--- config.mk ---
export PLATFORM = sky130hd
export DESIGN_NAME = pmodjstk_responder
export DESIGN_NICKNAME = d
export VERILOG_FILES = /design/src/rtl/jstk_pkg.sv /design/src/rtl/spi_pin_sync.sv /design/src/rtl/pmodjstk_responder.sv
export SDC_FILE = /design/constraint.sdc
export NUM_CORES = 1
export LEC_CHECK = 0
export ABC_AREA = 1
export CAP_MARGIN = 40
export CORE_MARGIN = 2
export CORE_UTILIZATION = 60
export CTS_CLUSTER_DIAMETER = 200
export DETAILED_ROUTE_END_ITERATION = 10
export PLACE_DENSITY_LB_ADDON = 0.25
export REMOVE_ABC_BUFFERS = 1
export SETUP_SLACK_MARGIN = 0.1
export SKIP_CTS_REPAIR_TIMING = 1
export SKIP_LAST_GASP = 1
export SYNTH_ARGS = -nofsm -noshare
export SYNTH_HDL_FRONTEND = slang
export SYNTH_SLANG_ARGS = --single-unit
--- constraint.sdc ---
create_clock -name CLK -period 3.9 [get_ports CLK]
set_clock_uncertainty 0.05 [all_clocks]
set_input_delay 0.975 -clock CLK [delete_from_list [all_inputs] [get_ports CLK]]
set_output_delay 0.975 -clock CLK [all_outputs]
set_load 0.02 [all_outputs]
--- src/rtl/jstk_pkg.sv ---
// Shared PmodJSTK definitions: responder state encoding, frame geometry and
// the byte layout of a 5-byte joystick report. The master-side decode uses
// the same byte indices.
package jstk_pkg;

  typedef enum logic [1:0] {
    IDLE  = 2'd0,
    SHIFT = 2'd1,
    DONE  = 2'd2
  } jstk_state_e;

  localparam int JSTK_NUM_BYTES   = 5;
  localparam int JSTK_LED_CMD_BIT = 7;

  // Position of each field within the frame, byte 0 transmitted first.
  localparam int BYTE_YLO = 0;
  localparam int BYTE_YHI = 1;
  localparam int BYTE_XLO = 2;
  localparam int BYTE_XHI = 3;
  localparam int BYTE_BTN = 4;

  localparam int JSTK_FRAME_W = 8 * JSTK_NUM_BYTES;

  // Build the report frame; byte 0 lands in the top byte so it shifts out first.
  function automatic logic [JSTK_FRAME_W-1:0] jstk_frame(
    input logic [9:0] posx,
    input logic [9:0] posy,
    input logic [2:0] btn
  );
    logic [7:0]              b [JSTK_NUM_BYTES];
    logic [JSTK_FRAME_W-1:0] f;
    b[BYTE_YLO] = posy[7:0];
    b[BYTE_YHI] = {6'b0, posy[9:8]};
    b[BYTE_XLO] = posx[7:0];
    b[BYTE_XHI] = {6'b0, posx[9:8]};
    b[BYTE_BTN] = {5'b0, btn};
    f = '0;
    for (int i = 0; i < JSTK_NUM_BYTES; i++) begin
      f[8*(JSTK_NUM_BYTES-1-i) +: 8] = b[i];
    end
    return f;
  endfunction

endpackage

--- src/rtl/spi_pin_sync.sv ---
// Multi-flop synchronizer for one asynchronous SPI pin, with single-cycle
// rise/fall pulses derived from the synchronized level.
module spi_pin_sync #(
  parameter int   STAGES  = 2,
  parameter logic RST_VAL = 1'b0
) (
  input  logic clk,
  input  logic rst_n,
  input  logic din,
  output logic level,
  output logic rise,
  output logic fall
);

  logic [STAGES-1:0] chain;
  logic              prev;

  // Shift the pin through the synchronizer and keep one extra flop for edges.
  // NOTE: sequential state uses <= so every flop samples pre-edge values.
  always_ff @(posedge clk or negedge rst_n) begin
    if (!rst_n) begin
      chain <= {STAGES{RST_VAL}};
      prev  <= RST_VAL;
    end else begin
      chain <= {chain[STAGES-2:0], din};
      prev  <= chain[STAGES-1];
    end
  end

  assign level = chain[STAGES-1];
  assign rise  = level & ~prev;
  assign fall  = ~level & prev;

endmodule

--- src/rtl/pmodjstk_responder.sv ---
// PmodJSTK emulator: SPI mode-0 slave that streams a snapshot of X/Y/button
// data each frame and latches the master's command byte (LED control) when
// a complete frame closes.
module pmodjstk_responder
  import jstk_pkg::*;
#(
  parameter int SYNC_STAGES = 2,
  parameter int NUM_BYTES   = JSTK_NUM_BYTES
) (
  input  logic       CLK,
  input  logic       RST,
  input  logic       SS,
  input  logic       SCLK,
  input  logic       MOSI,
  input  logic [9:0] POSX,
  input  logic [9:0] POSY,
  input  logic [2:0] BTN,
  output logic       MISO,
  output logic       MISO_OE,
  output logic [1:0] LED,
  output logic [7:0] CMD_BYTE,
  output logic       FRAME_DONE,
  output logic       BUSY
);

  localparam int BCW = $clog2(NUM_BYTES + 1);

  logic ss_rise, ss_fall, ss_lvl_unused;
  logic sclk_rise, sclk_fall, sclk_lvl_unused;
  logic mosi_lvl, mosi_rise_unused, mosi_fall_unused;

  // SS idles high, so its synchronizer resets high to avoid a false fall.
  spi_pin_sync #(.STAGES(SYNC_STAGES), .RST_VAL(1'b1)) u_ss_sync (
    .clk(CLK), .rst_n(RST), .din(SS),
    .level(ss_lvl_unused), .rise(ss_rise), .fall(ss_fall)
  );

  spi_pin_sync #(.STAGES(SYNC_STAGES), .RST_VAL(1'b0)) u_sclk_sync (
    .clk(CLK), .rst_n(RST), .din(SCLK),
    .level(sclk_lvl_unused), .rise(sclk_rise), .fall(sclk_fall)
  );

  // MOSI passes the same depth as SCLK so it lines up with the detected rise.
  spi_pin_sync #(.STAGES(SYNC_STAGES), .RST_VAL(1'b0)) u_mosi_sync (
    .clk(CLK), .rst_n(RST), .din(MOSI),
    .level(mosi_lvl), .rise(mosi_rise_unused), .fall(mosi_fall_unused)
  );

  jstk_state_e             state;
  logic [JSTK_FRAME_W-1:0] tx_sr;
  logic [7:0]              rx_sr;
  logic [7:0]              cmd_pending;
  logic [2:0]              bit_cnt;
  logic [BCW-1:0]          byte_cnt;
  logic [JSTK_FRAME_W-1:0] frame;
  logic [7:0]              rx_next;

  assign frame   = jstk_frame(POSX, POSY, BTN);
  assign rx_next = {rx_sr[6:0], mosi_lvl};

  // Frame FSM: snapshot on SS fall, shift on SCLK edges, commit on SS rise.
  // NOTE: every register, data paths included, is reset so a mid-frame reset leaves no stale bits.
  always_ff @(posedge CLK or negedge RST) begin
    if (!RST) begin
      state       <= IDLE;
      tx_sr       <= '0;
      rx_sr       <= '0;
      cmd_pending <= '0;
      bit_cnt     <= '0;
      byte_cnt    <= '0;
      MISO        <= 1'b0;
      MISO_OE     <= 1'b0;
      LED         <= '0;
      CMD_BYTE    <= '0;
      FRAME_DONE  <= 1'b0;
      BUSY        <= 1'b0;
    end else begin
      FRAME_DONE <= 1'b0;
      case (state)
        IDLE: begin
          MISO    <= 1'b0;
          MISO_OE <= 1'b0;
          BUSY    <= 1'b0;
          if (ss_fall) begin
            tx_sr    <= frame;
            MISO     <= frame[JSTK_FRAME_W-1];
            MISO_OE  <= 1'b1;
            BUSY     <= 1'b1;
            bit_cnt  <= '0;
            byte_cnt <= '0;
            state    <= SHIFT;
          end
        end
        SHIFT: begin
          if (ss_rise) begin
            // Incomplete frame: drop it without touching LED/CMD_BYTE.
            MISO    <= 1'b0;
            MISO_OE <= 1'b0;
            BUSY    <= 1'b0;
            state   <= IDLE;
          end else if (sclk_rise) begin
            rx_sr   <= rx_next;
            bit_cnt <= bit_cnt + 3'd1;
            if (bit_cnt == 3'd7) begin
              byte_cnt <= byte_cnt + 1'b1;
              if (byte_cnt == '0) cmd_pending <= rx_next;
              if (byte_cnt == BCW'(NUM_BYTES - 1)) begin
                MISO  <= 1'b0;
                state <= DONE;
              end
            end
          end else if (sclk_fall) begin
            tx_sr <= {tx_sr[JSTK_FRAME_W-2:0], 1'b0};
            MISO  <= tx_sr[JSTK_FRAME_W-2];
          end
        end
        DONE: begin
          MISO <= 1'b0;
          if (ss_rise) begin
            CMD_BYTE <= cmd_pending;
            if (cmd_pending[JSTK_LED_CMD_BIT]) LED <= cmd_pending[1:0];
            FRAME_DONE <= 1'b1;
            MISO_OE    <= 1'b0;
            BUSY       <= 1'b0;
            state      <= IDLE;
          end
        end
        default: state <= IDLE;
      endcase
    end
  end

endmodule

==> impl_results.md <==
* Worst hold path type: reg -> reg
* Global placement routability congestion at between 0.7 and 0.8
* Tmin final at about 2.4 ns
* Synth area leaders: dfrtp_1, nand2_1, inv_1, ha_1, o21ai_0
* CP required at about 4.1 ns
* Yosys warns at 0
* Area Overhead vs Synth at 17.2%
* Clock latency on the worst-skew pair at roughly 0.35 ns
* Syn_area_per_cell at about 7.9 um2
* CP Class: reg -> reg
* DRT iter0 DRCs at between 150 and 200
* Die area at 6920 um2
* RSZ-0062 raised after global routing: false
* Met1 Routed Length at approximately 2900 um
* Post-route clock period utilization at 62.4%
* Setup crit start kind: register
* Peak VDD IR at about 0.46 mV
* Number of routed nets with antenna violations at 0
* Met3 wire len at approximately 320 um
* Ant diodes at 0
* Post-synth EDFFs at 0
* Post-synth top cells: nand2_1, dfrtp_1, inv_1, o21ai_0, buf_2
* Post-synthesis cell count at approximately 480
* Die W at 83.2 um
* Flop2flop setup slack at ~1.5 ns
* Vias in the first global route at 2829
* CTS Buf Count at 9
* Placed wire-length estimate at ~4300 um
* TritonRoute pass-1 iters at 4
* Final Hold Viols at 0
* Slew @ Worst Pin at ~0.83 ns
* CTS root buffer: clkbuf_8
* Worst Hold Path EP: u_mosi_sync.chain[1]$_DFF_PN0_
* Initial cell density of the core at between 60% and 70%
* Dpl cells at 579
* Global-route wire length before repair at 11900 um
* Fmax at 0.411 GHz
* LEAKAGE at ~0.0025 uW
* CTS tree: yes
* Max-slew violation count at 0
* CTS max path bufs at 2
* Remaining DRCs at 0
* Area leader, netlist: dfrtp_1
* Largest net degree at the start of global routing at between 60 and 70
* Max_slew headroom at 44.2%
* Tot GR Track Use at about a fifth
* #FFs+latches synth at 83
* Met2 WL post-DR at about 3300 um
* Crit Path Max Fanout at 48
* Max H-tree Level at 3
* Hold Crit Depth at 0
* Crit Reg-Reg Endpoint: tx_sr[36]$_DFFE_PN0P_
* I/O Pins at 42
* CTS Sinks at 83
* Final setup viols at 0
* Buffers added on ports at 41
* Count of different cell masters after synthesis at 22
* Non-Filler Cell Area, Final at 4410 um2
* Total power at approximately 2700 uW
* Synthesized area at between 3000 and 4000 um2
* Top cell type's share of synthesized area at 53.2%
* Setup_tns at 0 ns
* Worst-path clk slew at ~0.08 ns
* Cells on worst reg2reg path at 10
* Chip height at about 83 um
* Status: complete, no violations
* Initial antenna violation count at 0
* Non-Filler Instances at between 500 and 600
* HP Start: u_mosi_sync.chain[0]$_DFF_PN0_
* Asr flop ratio synth at between 90% and 100%
* Post-synthesis sequential area ratio at 55.3%
* Routed len/inst at around 11 um
* Rows at 28
* Total of max-cap violations at 0
* Power per standard cell area at slightly above 600 nW/um2
* Final #Nets at roughly 550
* Final wirelength at approximately 6600 um
* Gr ovfl total at 0
* Core ar. at about 6000 um2
* Crit. End Element: register
* Vias per cell at slightly below 5
* Fraction of layout cells with a size suffix above 1 at around 7.3%
* Total number of vias at ~2.9k
* Prevailing post-synth register cell: dfrtp_1
* DP Area at 4210 um2
* Top layer in use: met4
* Worst EP arrival at 2.68 ns
* Critical R2R Launch: state[1]$_DFFE_PN0P_
* Count leader, synth: nand2_1
worst max-delay path, cell delays in order (launching register included):
cell and delay, ns:
dfrtp_1 0.42, inv_1 0.09, ha_1 0.19, buf_4 0.43, nor2_2 0.11, o21ai_2 0.24, inv_2 0.05, nand2_1 0.19
buf_4 0.38, nand2_1 0.11, nand2_1 0.09
cells in the final DEF, fill, tap and decap left out:
cell,n
nand3_2,1
nor2_2,2
clkinv_2,2
ha_1,8
clkbuf_8,11
buf_16,1
nor2_4,2
xor2_1,1
dfrtp_1,80
clkinv_4,1
nand2_2,4
o22ai_1,1
inv_2,6
clkdlybuf4s50_1,40
inv_1,45
o21ai_1,8
nand3_1,7
nand4_1,4
bufinv_16,1
nand2_1,264
nor2_1,5
clkbuf_1,1
buf_4,3
o21ai_0,18
dfstp_2,3
o21ai_2,1
layout make-up:
cell class | count | area [um2]
Sequential cell | 83 | 2080
Fill cell | 439 | 1580
Multi-Input combinational cell | 326 | 1390
Timing Repair Buffer | 44 | 450
Inverter | 51 | 191
Clock buffer | 12 | 155
Tap cell | 75 | 93.8
Clock inverter | 4 | 48.8
sequential cells by signal (all words and copies together) (netlist names), 2 cells and up:
name               count
CMD_BYTE               8
LED                    2
bit_cnt                3
byte_cnt               3
cmd_pending            8
rx_sr                  7
state                  2
tx_sr                 39
u_mosi_sync.chain      2
u_sclk_sync.chain      2
u_ss_sync.chain        2
per-layer routing:
metal / track usage, % / up-vias
met5: 0 / -
met4: 7.30 / 0
met3: 6.66 / 7
met2: 36.9 / 65
met1: 24.4 / 1327
li1: - / 1506
worst max-delay path by stage:
stage                                    start               endpoint  slack, ns  cells past startpoint
after detailed placement  state[1]$_DFFE_PN0P_   tx_sr[0]$_DFFE_PN0P_       1.50                     10
final                     state[1]$_DFFE_PN0P_  tx_sr[36]$_DFFE_PN0P_       1.47                     10
after global placement    state[1]$_DFFE_PN0P_  tx_sr[38]$_DFFE_PN0P_       1.60                     10
after CTS                 state[1]$_DFFE_PN0P_  tx_sr[36]$_DFFE_PN0P_       1.45                     10
after global routing      state[1]$_DFFE_PN0P_  tx_sr[30]$_DFFE_PN0P_       1.27                     10
after floorplan           state[1]$_DFFE_PN0P_   tx_sr[0]$_DFFE_PN0P_       1.21                      8
logic make-up after synthesis:
kind of cell	count (synthesis)	synth area share, %
AND/OR/NAND/NOR	289	30.3
flip-flops	83	55.3
buffers and inverters	69	7.71
AO/OA/AOI/OAI	28	3.86
adder cells (fa/ha/maj)	8	2.66
XOR/XNOR	1	0.233
power breakdown:
| part | switching (uW) | internal [uW] |
|---|---|---|
| combinational | 638 | 306 |
| clock | 296 | 330 |
| sequential | 110 | 1060 |
stage by stage:
step | hold slack, ns | utilization (%) | setup WS (ns)
after floorplan | 0.281 | - | 1.21
after global placement | 0.282 | 69.8 | 1.60
after detailed placement | 0.294 | 70.3 | 1.50
after CTS | 0.311 | 73.7 | 1.45
after global routing | 0.318 | 73.7 | 1.27
final | 0.306 | 73.7 | 1.47
Note: power is estimated with default switching activity, not from simulation.
